--- config.mk ---
export PLATFORM = sky130hd
export DESIGN_NAME = fb_burst_arbiter
export DESIGN_NICKNAME = d
export VERILOG_FILES = /design/src/rtl/fb_burst_arbiter.sv
export SDC_FILE = /design/constraint.sdc
export NUM_CORES = 1
export LEC_CHECK = 0
export ABC_AREA = 1
export CELL_PAD_IN_SITES_DETAIL_PLACEMENT = 0
export CELL_PAD_IN_SITES_GLOBAL_PLACEMENT = 1
export CORE_ASPECT_RATIO = 1.75
export CORE_UTILIZATION = 41
export DETAILED_ROUTE_END_ITERATION = 8
export PLACE_DENSITY_LB_ADDON = 0.1
export SLEW_MARGIN = 20
export SYNTH_ARGS = -nofsm -noshare
export SYNTH_HDL_FRONTEND = slang
export SYNTH_SLANG_ARGS = --single-unit
--- constraint.sdc ---
create_clock -name clk -period 2 [get_ports clk]
set_input_delay 0.4 -clock clk [delete_from_list [all_inputs] [get_ports clk]]
set_output_delay 0.4 -clock clk [all_outputs]
set_load 0.01 [all_outputs]
--- src/rtl/fb_burst_arbiter.sv ---
// SDRAM frame-buffer burst arbiter between the camera write path and the LCD read path.
// Optional ping-pong frame banks are enabled by defining PINGPONG_EN.
module fb_burst_arbiter #(
    parameter int ADDR_W      = 24,
    parameter int LVL_W       = 10,
    parameter int BURST_LEN   = 256,
    parameter int FRAME_WORDS = 307200,
    parameter int RD_LOW      = 256,
    parameter int WR_HIGH     = 256,
    parameter int MAX_RD_RUN  = 4
`ifdef PINGPONG_EN
    ,
    parameter logic [ADDR_W-1:0] BANK_OFS = 24'h080000
`endif
) (
    input  logic              clk,
    input  logic              rst_n,
    input  logic              init_done,
    input  logic [LVL_W-1:0]  wr_fifo_lvl,
    input  logic [LVL_W-1:0]  rd_fifo_lvl,
    input  logic              wr_frame_start,
    input  logic              rd_frame_start,
    output logic              mem_req,
    output logic              mem_we,
    output logic [ADDR_W-1:0] mem_addr,
    input  logic              mem_ack,
    input  logic              mem_done,
    output logic              busy
);

    localparam int CNT_W = $clog2(MAX_RD_RUN + 1);
    localparam logic [LVL_W-1:0]  RD_LOW_L  = LVL_W'(RD_LOW);
    localparam logic [LVL_W-1:0]  WR_HIGH_L = LVL_W'(WR_HIGH);
    localparam logic [CNT_W-1:0]  RUN_MAX   = CNT_W'(MAX_RD_RUN);
    localparam logic [ADDR_W-1:0] BL        = ADDR_W'(BURST_LEN);
    localparam logic [ADDR_W-1:0] PTR_LAST  = ADDR_W'(FRAME_WORDS - BURST_LEN);

    typedef enum logic [1:0] {IDLE, REQ, WAIT_DONE} state_t;

    state_t             state_q, state_d;
    logic               we_q, we_d;
    logic [ADDR_W-1:0]  addr_q, addr_d;
    logic [ADDR_W-1:0]  wr_ptr_q, wr_ptr_d;
    logic [ADDR_W-1:0]  rd_ptr_q, rd_ptr_d;
    logic               rd_active_q, rd_active_d;
    logic [CNT_W-1:0]   run_q, run_d;
    logic               wr_pend_q, wr_pend_d;
    logic               rd_pend_q, rd_pend_d;
    logic               rd_need, wr_need, wr_busy, rd_busy;
    logic [ADDR_W-1:0]  wr_base, rd_base;
`ifdef PINGPONG_EN
    logic               wr_bank_q, wr_bank_d;
    logic               rd_bank_q, rd_bank_d;
`endif

    function automatic logic [ADDR_W-1:0] ptr_advance(input logic [ADDR_W-1:0] p);
        return (p == PTR_LAST) ? '0 : p + BL;
    endfunction

    always_comb begin
        state_d     = state_q;
        we_d        = we_q;
        addr_d      = addr_q;
        wr_ptr_d    = wr_ptr_q;
        rd_ptr_d    = rd_ptr_q;
        rd_active_d = rd_active_q;
        run_d       = run_q;
        wr_pend_d   = wr_pend_q;
        rd_pend_d   = rd_pend_q;
`ifdef PINGPONG_EN
        wr_bank_d   = wr_bank_q;
        rd_bank_d   = rd_bank_q;
`endif
        rd_need = rd_active_q && (rd_fifo_lvl < RD_LOW_L);
        wr_need = wr_fifo_lvl >= WR_HIGH_L;
        wr_busy = (state_q != IDLE) && we_q;
        rd_busy = (state_q != IDLE) && !we_q;

        // A pointer in use by the current burst is rebased only when that burst finishes.
        if (wr_frame_start) begin
            if (wr_busy) wr_pend_d = 1'b1;
            else         wr_ptr_d  = '0;
`ifdef PINGPONG_EN
            wr_bank_d = ~wr_bank_q;
`endif
        end
        if (rd_frame_start) begin
            if (rd_busy)   rd_pend_d   = 1'b1;
            else           rd_ptr_d    = '0;
            if (init_done) rd_active_d = 1'b1;
`ifdef PINGPONG_EN
            rd_bank_d = ~wr_bank_q;
`endif
        end

`ifdef PINGPONG_EN
        wr_base = wr_bank_d ? BANK_OFS : '0;
        rd_base = rd_bank_d ? BANK_OFS : '0;
`else
        wr_base = '0;
        rd_base = '0;
`endif

        if (!wr_need) run_d = '0;

        case (state_q)
            IDLE: begin
                if (init_done) begin
                    if (rd_need && !(wr_need && run_q == RUN_MAX)) begin
                        state_d = REQ;
                        we_d    = 1'b0;
                        addr_d  = rd_base + rd_ptr_d;
                        if (wr_need && run_q != RUN_MAX) run_d = run_q + 1'b1;
                    end else if (wr_need) begin
                        state_d = REQ;
                        we_d    = 1'b1;
                        addr_d  = wr_base + wr_ptr_d;
                        run_d   = '0;
                    end
                end
            end
            REQ: begin
                if (mem_ack) state_d = WAIT_DONE;
            end
            WAIT_DONE: begin
                if (mem_done) begin
                    state_d = IDLE;
                    if (we_q) begin
                        wr_ptr_d  = (wr_pend_q || wr_frame_start) ? '0 : ptr_advance(wr_ptr_q);
                        wr_pend_d = 1'b0;
                    end else begin
                        rd_ptr_d  = (rd_pend_q || rd_frame_start) ? '0 : ptr_advance(rd_ptr_q);
                        rd_pend_d = 1'b0;
                    end
                end
            end
            default: state_d = IDLE;
        endcase
    end

    always_ff @(posedge clk or negedge rst_n) begin
        if (!rst_n) begin
            state_q     <= IDLE;
            we_q        <= 1'b0;
            addr_q      <= '0;
            wr_ptr_q    <= '0;
            rd_ptr_q    <= '0;
            rd_active_q <= 1'b0;
            run_q       <= '0;
            wr_pend_q   <= 1'b0;
            rd_pend_q   <= 1'b0;
`ifdef PINGPONG_EN
            wr_bank_q   <= 1'b0;
            rd_bank_q   <= 1'b0;
`endif
        end else begin
            state_q     <= state_d;
            we_q        <= we_d;
            addr_q      <= addr_d;
            wr_ptr_q    <= wr_ptr_d;
            rd_ptr_q    <= rd_ptr_d;
            rd_active_q <= rd_active_d;
            run_q       <= run_d;
            wr_pend_q   <= wr_pend_d;
            rd_pend_q   <= rd_pend_d;
`ifdef PINGPONG_EN
            wr_bank_q   <= wr_bank_d;
            rd_bank_q   <= rd_bank_d;
`endif
        end
    end

    assign mem_req  = (state_q == REQ);
    assign mem_we   = we_q;
    assign mem_addr = addr_q;
    assign busy     = (state_q != IDLE);

endmodule

======== Word level (Yosys, flattened, before mapping) ========
Cells that the tools add are included.
word-level totals
  word-level logic and storage cells ...... 80
  input port bits ......................... 27
  register bits ........................... 81
  output and inout port bits .............. 27
cells by class
  reduce and logical (&&, ||, !) cells .... 16
  magnitude comparators ................... 2
  add/subtract/negate cells ............... 3
  equal/unequal tests ..................... 10
  muxes and demuxes ....................... 40
operator list
  operator                                                                               number
  24-bit 2-to-1 mux                                                                      16
  24-bit by 9-bit adder with 24-bit output (second input constant)                       2
  24-bit by 19-bit == test with 1-bit output (second input constant)                     2
  3-bit 2-to-1 mux                                                                       6
  1-bit 2-to-1 mux                                                                       12
  10-bit by 9-bit greater-or-equal comparator with 1-bit output (second input constant)  1
  10-bit by 9-bit < comparator with 1-bit output (second input constant)                 1
  2-bit 2-to-1 mux                                                                       5
  1-bit logical AND                                                                      6
  3-bit != test (second input constant)                                                  2
  2-bit one-hot mux with 3 select lines                                                  1
  2-bit != test (second input constant)                                                  2
  4-bit AND reduction                                                                    1
  2-bit nonzero test                                                                     2
  3-bit by 1-bit adder with 3-bit output (second input constant)                         1
  3-bit == test (second input constant)                                                  1
  3-bit AND reduction                                                                    1
  2-bit by 1-bit == test with 1-bit output (second input constant)                       1
  2-bit == test (second input constant)                                                  1
  1-bit logical NOT                                                                      2
  2-bit logical NOT                                                                      1
  1-bit logical OR                                                                       2
  2-bit by 1-bit != test with 1-bit output (second input constant)                       1
  2-bit AND reduction                                                                    1

======== Longest topological paths before layout ========
  word-level depth ........................ 7
  mapped depth ............................ 9
  mapped depth without buffers ............ 9

======== Least setup slack after synthesis ========
Ideal clock, no wire load.
  kind .................................... register to register
  start ................................... reg rd_ptr_q[8]
  end ..................................... reg rd_ptr_q[17]
  buffers on the path ..................... 1
  data required time ...................... 1,881 ps
  setup time .............................. 119 ps
  slack ................................... 522 ps
  arrival ................................. 1,359 ps
  period minus slack after synthesis ...... 1,478 ps
  cell stages (with the launch flop) ...... 10
  cells stage by stage .................... dfrtp_1 > ha_1 > nand2_2 > nor2_4 > inv_2 > nor2_1 > nand3_2 > nand2_2 > buf_6 > o21ai_2
between the ends
  cells in the longest elaborated chain, start to end .. 6
  elaborated cells between the ends (all ways) .. 7
  classes of those cells .................. add/sub (1); eq/ne (1); mux (5)
RTL lines
  item                                                                                                    RTL line  source
  start: declaration                                                                                      44        logic [ADDR_W-1:0] rd_ptr_q, rd_ptr_d;
  start signal: assignment                                                                                161       rd_ptr_q <= rd_ptr_d;
  24-bit by 9-bit adder with 24-bit output or 24-bit by 19-bit == test with 1-bit output (tied branches)  57        return (p == PTR_LAST) ? '0 : p + BL;
  24-bit 2-to-1 mux (*)                                                                                   57
  24-bit 2-to-1 mux (*)                                                                                   132       rd_ptr_d = (rd_pend_q || rd_frame_start) ? '0 : ptr_advance(rd_ptr_q);
  24-bit 2-to-1 mux (*)                                                                                   128       if (we_q) begin
  24-bit 2-to-1 mux (*)                                                                                   126       if (mem_done) begin
  24-bit 2-to-1 mux (*)                                                                                   106       case (state_q)
  via rd_ptr_d[17]                                                                                        44
Mark *: on every way through the listed nets, which the timed path passes. The rest lies on a longest branch.
A chain may end at the register's enable or synchronous reset.

======== Worst setup path in the final report ========
  start ................................... reg state_q[1]
  end ..................................... out busy
between the ends
  cells in the longest elaborated chain, start to end .. 1
RTL lines
  item                      RTL line  source
  start: declaration        40        state_t state_q, state_d;
  start signal: assignment  157       state_q <= state_d;
  2-bit nonzero test        176       assign busy = (state_q != IDLE);
  end: declaration          28        output logic busy
Every way passes these cells.

==> impl_metrics.xml <==
<?xml version="1.0" encoding="UTF-8"?>
<metrics>
  <group name="placed_design">
    <metric name="post-dp-hpwl" unit="mm">9.593</metric>
    <metric name="place.detailed.instances" unit="">748</metric>
    <metric name="port_buf_inserts" unit="">37</metric>
    <metric name="globalplace.congestion" unit="">0.8695</metric>
    <metric name="dpl_worst_slack" unit="ns">0.03391</metric>
    <metric name="placement.cell_area" unit="mm^2">0.005135</metric>
  </group>
  <group name="sta">
    <metric name="worst_clock_skew" unit="ns">0.007426</metric>
    <metric name="worst_pin_slew" unit="ns">0.4293</metric>
    <metric name="peak_freq" unit="MHz">517.7</metric>
    <metric name="slew_headroom" unit="%">71.16</metric>
    <metric name="final.setup.worst_slack" unit="ns">0.06821</metric>
    <metric name="hold_violations" unit="">0</metric>
    <metric name="setup-violations-final" unit="">0</metric>
    <metric name="post-route-period-util" unit="%">96.59</metric>
    <metric name="setup_repair_after_global_routing_missed_its_margin" unit="">false</metric>
    <metric name="setup_total_negative_slack" unit="ns">0</metric>
    <metric name="period_needed" unit="ns">1.932</metric>
    <metric name="final-max-slew-violation-count" unit="">0</metric>
  </group>
  <group name="clock_network">
    <metric name="cts.root.buffer_cell" unit="">clkbuf_16</metric>
    <metric name="tritoncts" unit="">done</metric>
    <metric name="cts_max_path_buffers" unit="">2</metric>
    <metric name="cts_made_buffers" unit="">9</metric>
    <metric name="clock_sinks" unit="">81</metric>
    <metric name="cts.reportedPaths.clkPinSlew" unit="ns">0.06</metric>
    <metric name="h-tree-depth" unit="">3</metric>
    <metric name="insertion_delay_of_the_later_clocked_pin_in_the_worst_skew_pair" unit="ns">0.34</metric>
  </group>
  <group name="detailed_routing">
    <metric name="remaining_drc_errors" unit="">0</metric>
    <metric name="pre_repair_dr_iteration_count" unit="">4</metric>
    <metric name="maxUsedRoutingLayer" unit="">met4</metric>
    <metric name="met2_length" unit="mm">6.798</metric>
    <metric name="dr_wl_met3" unit="um">327</metric>
    <metric name="wl_per_cell" unit="um">16.45</metric>
    <metric name="wl_met1" unit="mm">5.024</metric>
    <metric name="final_antenna_net_count" unit="">0</metric>
    <metric name="vias_per_cell" unit="">5.122</metric>
    <metric name="initialDrtViolationCount" unit="">199</metric>
    <metric name="num_vias" unit="">3913</metric>
    <metric name="routed_wl" unit="mm">12.57</metric>
  </group>
  <group name="setup_path">
    <metric name="r2r_setup_slack" unit="ns">0.18</metric>
    <metric name="critPathArrivalTime" unit="ns">1.53</metric>
    <metric name="crit_path_max_fanout" unit="">5</metric>
    <metric name="reg2reg_depth" unit="">9</metric>
    <metric name="startpoint_type" unit="">register</metric>
    <metric name="r2r-end" unit="">rd_ptr_q[4]$_DFFE_PN0P_</metric>
    <metric name="timing.critical_path.to_type" unit="">output pin</metric>
    <metric name="worst_endpoint_required_time" unit="ns">1.60</metric>
    <metric name="rr_startpoint" unit="">rd_ptr_q[8]$_DFF_PN0_</metric>
    <metric name="critical_path_class" unit="">reg2out</metric>
  </group>
  <group name="logic_synthesis">
    <metric name="synth_area_leaders" unit="">dfrtp_1 46%, nand2_1 13%, nor2_1 6.1%, inv_1 5.4%, nand3_1 5.2%</metric>
    <metric name="dominantRegCellSynth" unit="">dfrtp_1</metric>
    <metric name="synth_enable_flop_cells" unit="">0</metric>
    <metric name="portion_of_synthesized_cell_area_occupied_by_the_leading_cell_type" unit="%">45.92</metric>
    <metric name="synth_seq_area_share" unit="%">45.92</metric>
    <metric name="synth.lib_cells_used.distinct" unit="">35</metric>
    <metric name="post-synth-top-count-cell" unit="">nand2_1</metric>
    <metric name="synth_cells" unit="">571</metric>
    <metric name="netlist.top_cell.by_area" unit="">dfrtp_1</metric>
    <metric name="yosys_register_bits" unit="">81</metric>
    <metric name="syn_area_per_cell" unit="um^2">7.731</metric>
    <metric name="synth_fp_nets" unit="">602</metric>
    <metric name="yosys_warnings" unit="">0</metric>
    <metric name="ys_async_sr_fraction" unit="%">100.0</metric>
    <metric name="post_synthesis_cell_area" unit="mm^2">0.004414</metric>
    <metric name="netlist_top_cells_count" unit="">148 x nand2_1, 81 x dfrtp_1, 72 x nor2_1</metric>
  </group>
  <group name="grt">
    <metric name="vias_in_the_first_global_route" unit="">4082</metric>
    <metric name="grt_overflow" unit="">0</metric>
    <metric name="groute.usage.overall" unit="%">24.62</metric>
    <metric name="antenna_found_initial" unit="">0</metric>
    <metric name="grt_first_pass_wirelength" unit="mm">20.73</metric>
    <metric name="grt_start_max_net_pins" unit="">39</metric>
  </group>
  <group name="die">
    <metric name="initial_utilization" unit="%">42.60</metric>
    <metric name="die-width" unit="um">80.44</metric>
    <metric name="placeableCoreArea" unit="mm^2">0.01036</metric>
    <metric name="die_h" unit="um">139.3</metric>
    <metric name="die_area" unit="mm^2">0.01120</metric>
    <metric name="std_cell_rows" unit="">49</metric>
    <metric name="io_pins" unit="">54</metric>
  </group>
  <group name="finish">
    <metric name="multiInputGateArea" unit="mm^2">0.002033</metric>
    <metric name="final_net_count" unit="">664</metric>
    <metric name="layout.filler_cells" unit="">1045</metric>
    <metric name="drive_above_1_share" unit="%">13.03</metric>
    <metric name="instances_no_fill" unit="">764</metric>
    <metric name="final_core_utilization" unit="%">52.74</metric>
    <metric name="area_delta_synth_final" unit="%">23.78</metric>
    <metric name="layout.cell_area.non_filler" unit="mm^2">0.005464</metric>
    <metric name="sequential_cell_area" unit="mm^2">0.002027</metric>
    <metric name="antenna_cells_inserted" unit="">0</metric>
  </group>
  <group name="pwr">
    <metric name="vdd_ir_drop_max" unit="V">0.0004418</metric>
    <metric name="powerDensity" unit="mW/mm^2">972.9</metric>
    <metric name="p_leak" unit="nW">2.503</metric>
  </group>
  <group name="run_status">
    <metric name="run_status" unit="">completed</metric>
  </group>
  <group name="job">
    <metric name="drv.max_cap_violation_count" unit="">0</metric>
  </group>
  <group name="hold_path">
    <metric name="hold_path_end" unit="">rd_active_q$_DFFE_PN0P_</metric>
    <metric name="timing.hold.worst_path_depth" unit="">1</metric>
    <metric name="timing.hold.worst.class" unit="">reg2reg</metric>
    <metric name="timing.hold.worst.start" unit="">rd_active_q$_DFFE_PN0P_</metric>
  </group>
</metrics>
==> layer usage <==
metal | vias up | global-route usage, %
met4 | 0 | 9.586
li1 | 1962 | -
met1 | 1866 | 28.51
met3 | 24 | 3.148
met2 | 61 | 44.56
met5 | - | 0
==> area by class of cell <==
type                       instances  share of cell area (%)
clock buffer                      10                   4.374
tap                              127                   2.908
sequential                        81                   37.10
multi-input combinational        405                   37.21
clock inverter                     5                   1.466
timing repair buffer              66                   12.14
inverter                          70                   4.809
==> logic make-up after synthesis <==
logic type / Yosys count / synth area share [%]
DFF: 81 / 45.92
buffers and inverters: 85 / 8.021
and+or+nand+nor: 297 / 29.19
xor gates and xnor gates: 16 / 3.175
adders and majority gates: 4 / 1.134
AOI/OAI and AO/OA: 88 / 12.56
==> how the worst max path moves through the flow <==
stage / start / end / slack (ns) / cells past startpoint
4_1_cts: state_q[1]$_DFFE_PN0P_ / busy / 0.06 / 3
2_1_floorplan: rd_ptr_q[8]$_DFF_PN0_ / rd_ptr_q[17]$_DFF_PN0_ / 0.52 / 9
3_3_place_gp: rd_fifo_lvl[9] / mem_addr[4]$_DFFE_PN0P_ / 0.04 / 9
5_1_grt: state_q[1]$_DFFE_PN0P_ / busy / 0.02 / 3
6_report: state_q[1]$_DFFE_PN0P_ / busy / 0.07 / 3
3_5_place_dp: rd_fifo_lvl[9] / mem_addr[4]$_DFFE_PN0P_ / 0.03 / 9
==> placed cells by master, fill, tap and decap left out, types with 4 or more instances in the layout <==
| cell type | synthesis | layout |
|---|---|---|
| nand2_1 | 148 | 148 |
| dfrtp_1 | 81 | 81 |
| nor2_1 | 72 | 72 |
| inv_1 | 64 | 64 |
| nand3_1 | 46 | 46 |
| o21ai_0 | 38 | 38 |
| clkdlybuf4s50_1 | 0 | 36 |
| buf_4 | 1 | 23 |
| xor2_1 | 12 | 12 |
| o22ai_1 | 12 | 12 |
| nand4_1 | 9 | 9 |
| clkbuf_16 | 0 | 9 |
| nand2_2 | 7 | 7 |
| a21oi_1 | 7 | 7 |
| inv_2 | 6 | 6 |
| o21ai_1 | 6 | 6 |
| o21ai_2 | 6 | 6 |
| buf_12 | 0 | 6 |
| nor2_4 | 5 | 5 |
| a21oi_2 | 5 | 5 |
| xnor2_1 | 4 | 4 |
| o31ai_1 | 4 | 4 |
| o211ai_1 | 4 | 4 |
| ha_1 | 4 | 4 |
==> where the power goes <==
part,switching (mW),internal [mW]
logic,0.868,0.674
registers,0.152,1.84
clock network,0.665,1.12
==> sequential cells by signal, summed over array words and instances (netlist names) <==
signal,cells
mem_addr,24
run_q,3
rd_pend_q,1
rd_ptr_q,24
rd_active_q,1
wr_ptr_q,24
wr_pend_q,1
state_q,2
mem_we,1
==> repair_timing <==
| item | in CTS | in global routing |
|---|---|---|
| resized for setup | 0 | 0 |
| hold buffers | 1 | 0 |
| endpoints found under the hold margin | 24 | 0 |
| setup buffers | 0 | 0 |
==> worst max-delay path, cell delays in order (launching register included) <==
cell and delay [ns]:
dfrtp_1 0.44, nor2_2 0.23, inv_2 0.06, clkdlybuf4s50_1 0.47
==> per-stage QoR <==
| stage | hold WS (ns) | power [mW] |
|---|---|---|
| after floorplan | 0.1044 | 2.744 |
| after global placement | 0.3430 | 3.555 |
| after detailed placement | 0.3434 | 3.578 |
| after CTS | 0.4583 | 5.380 |
| after global routing | 0.4887 | 5.596 |
| final | 0.4548 | 5.316 |
Note: power is estimated with default switching activity, not from simulation.
==> RTL edit, RTL diff (same flow settings) <==
Build with the macro `PINGPONG_EN` defined.
--- a/src/rtl/fb_burst_arbiter.sv
+++ b/src/rtl/fb_burst_arbiter.sv
@@ -1,5 +1,7 @@
 // SDRAM frame-buffer burst arbiter between the camera write path and the LCD read path.
 // Optional ping-pong frame banks are enabled by defining PINGPONG_EN.
+`define PINGPONG_EN
+
 module fb_burst_arbiter #(
     parameter int ADDR_W      = 24,
     parameter int LVL_W       = 10,
Behaviour: not the same (a bounded check fails within 4 cycles, from zero or initial values and one cycle with rst_n low).
==> RTL edit against the unedited design <==
- worst hold slack improved by 0.023 ns
- cell area fell by 0.16%
- via count fell by 4.8%
- area after synthesis fell by 2.5%
- combinational power fell by 18%
- sequential cell count rose by 2
- routed wire length fell by 7.2%
- fmax rose by 0.94%
- power fell by 8.9%
- setup slack improved by 0.018 ns
==> RTL edit: results (changes against the unedited design) <==
period_minus_slack_ns: 1.914  # -0.01798 ns
p_int_mw: 3.338  # -8.1%
post_drt_wl_per_cell_um: 15.87  # -3.5%
insertion_delay_ns: 0.34  # about the same
drive_gt1_frac: 0.1480  # +0.01773
r2r_cells: 11  # +2
cp_max_fo: 3  # -2
status: "finished, final reports clean"
diodes: 0  # unchanged
fillers: 975  # -6.7%
grt.met2_usage: 0.4117  # -0.03390
highest_layer: "met4"
placed_cell_area_um2: 5132  # about the same
synth_area_leaders: "dfrtp_1 48%, nand2_1 9.8%, nand3_1 6.4%"
drt-met1-wl_um: 4892  # -2.6%
vdd_ir_drop_max_mv: 0.4678  # +5.9%
syn-num-nets: 554  # -8.0%
met1_usage: 0.2788  # -0.006301
crit_path_max_incr_delay_ns: 0.55  # +0.08 ns
cp.arrival_ns: 1.51  # -0.02 ns
dp_cells: 717  # -4.1%
layout.nets: 638  # -3.9%
detailroute.via_count: 3726  # -4.8%
met3_length_um: 258  # -21%
post-dp-hpwl_um: 8992  # -6.3%
leakage_nw: 2.566  # +2.5%
synthAdderAreaFrac: 0.02326  # +0.01192
ys_types: 36  # +2.9%
pg_comb_mw: 1.27  # -18%
grt_usage: 0.2371  # -0.009136
routabilityCongestion: 0.8594  # -1.2%
slew_headroom: 0.6578  # -0.05380
synth-xor-area-share: 0.04682  # +0.01507
total_power_mw: 4.842  # -8.9%
synth-compound-area-share: 0.09974  # -0.02583
skew_ns: 0.007243  # -0.0001831 ns
final_cells: 735  # -3.8%
pwr-share-seq: 0.394  # +0.019
drt-initial-drc-count: 200  # +0.50%
ys_seq_area_frac: 0.4827  # +0.02351
ys.flop_type: "dfrtp_1"
grt_first_pass_wirelength_um: 19030  # -8.2%
cts_max_level: 3  # unchanged
met3_usage: 0.03576  # +0.004286
wl_met2_um: 6111  # -10%
## RTL edit: cell count changes in the layout (fill, tap and decap cells not counted), moves of 8 or more
cell / change
buf_4: +21
nand2_1: -36
nand3_1: +9
nor2_1: -17
o21ai_0: -27
xor2_1: +8
## RTL edit: cell type report
class | count | area (µm²) | area share
Sequential cell | 83 | 2078 | 0.3810
Multi-Input combinational cell | 352 | 1903 | 0.3489
Timing Repair Buffer | 83 | 740.7 | 0.1358
Inverter | 74 | 277.8 | 0.05092
Clock buffer | 12 | 246.5 | 0.04518
Tap cell | 127 | 158.9 | 0.02913
Clock inverter | 4 | 50.05 | 0.009174
## RTL edit: final timing paths
kind	startpoint	slack, ns	to
setup / recovery	state_q[0]$_DFFE_PN0P_	0.09	mem_req
hold / removal	rd_active_q$_DFFE_PN0P_	0.48	rd_active_q$_DFFE_PN0P_
setup reg to reg	state_q[0]$_DFFE_PN0P_	0.15	mem_addr[21]$_DFFE_PN0P_
hold reg to reg	rd_active_q$_DFFE_PN0P_	0.48	rd_active_q$_DFFE_PN0P_
max in group asynchronous	rst_n	0.83	state_q[1]$_DFFE_PN0P_
min in group asynchronous	rst_n	0.50	mem_addr[12]$_DFFE_PN0P_
## RTL edit: kinds of logic after synthesis
family | count (synthesis)
AO/OA/AOI/OAI | 62
XOR/XNOR | 23
adder cells (fa/ha/maj) | 8
buffers and inverters | 84
flip-flops | 83
AND/OR/NAND/NOR | 259
## RTL edit: what timing repair did
action	CTS	global route
pin swaps	0	1
setup buffers	0	1
resized for setup	2	2
setup endpoints to repair	19	3
endpoints found under the hold margin	20	0
hold buffers	1	0
gates cloned	0	0
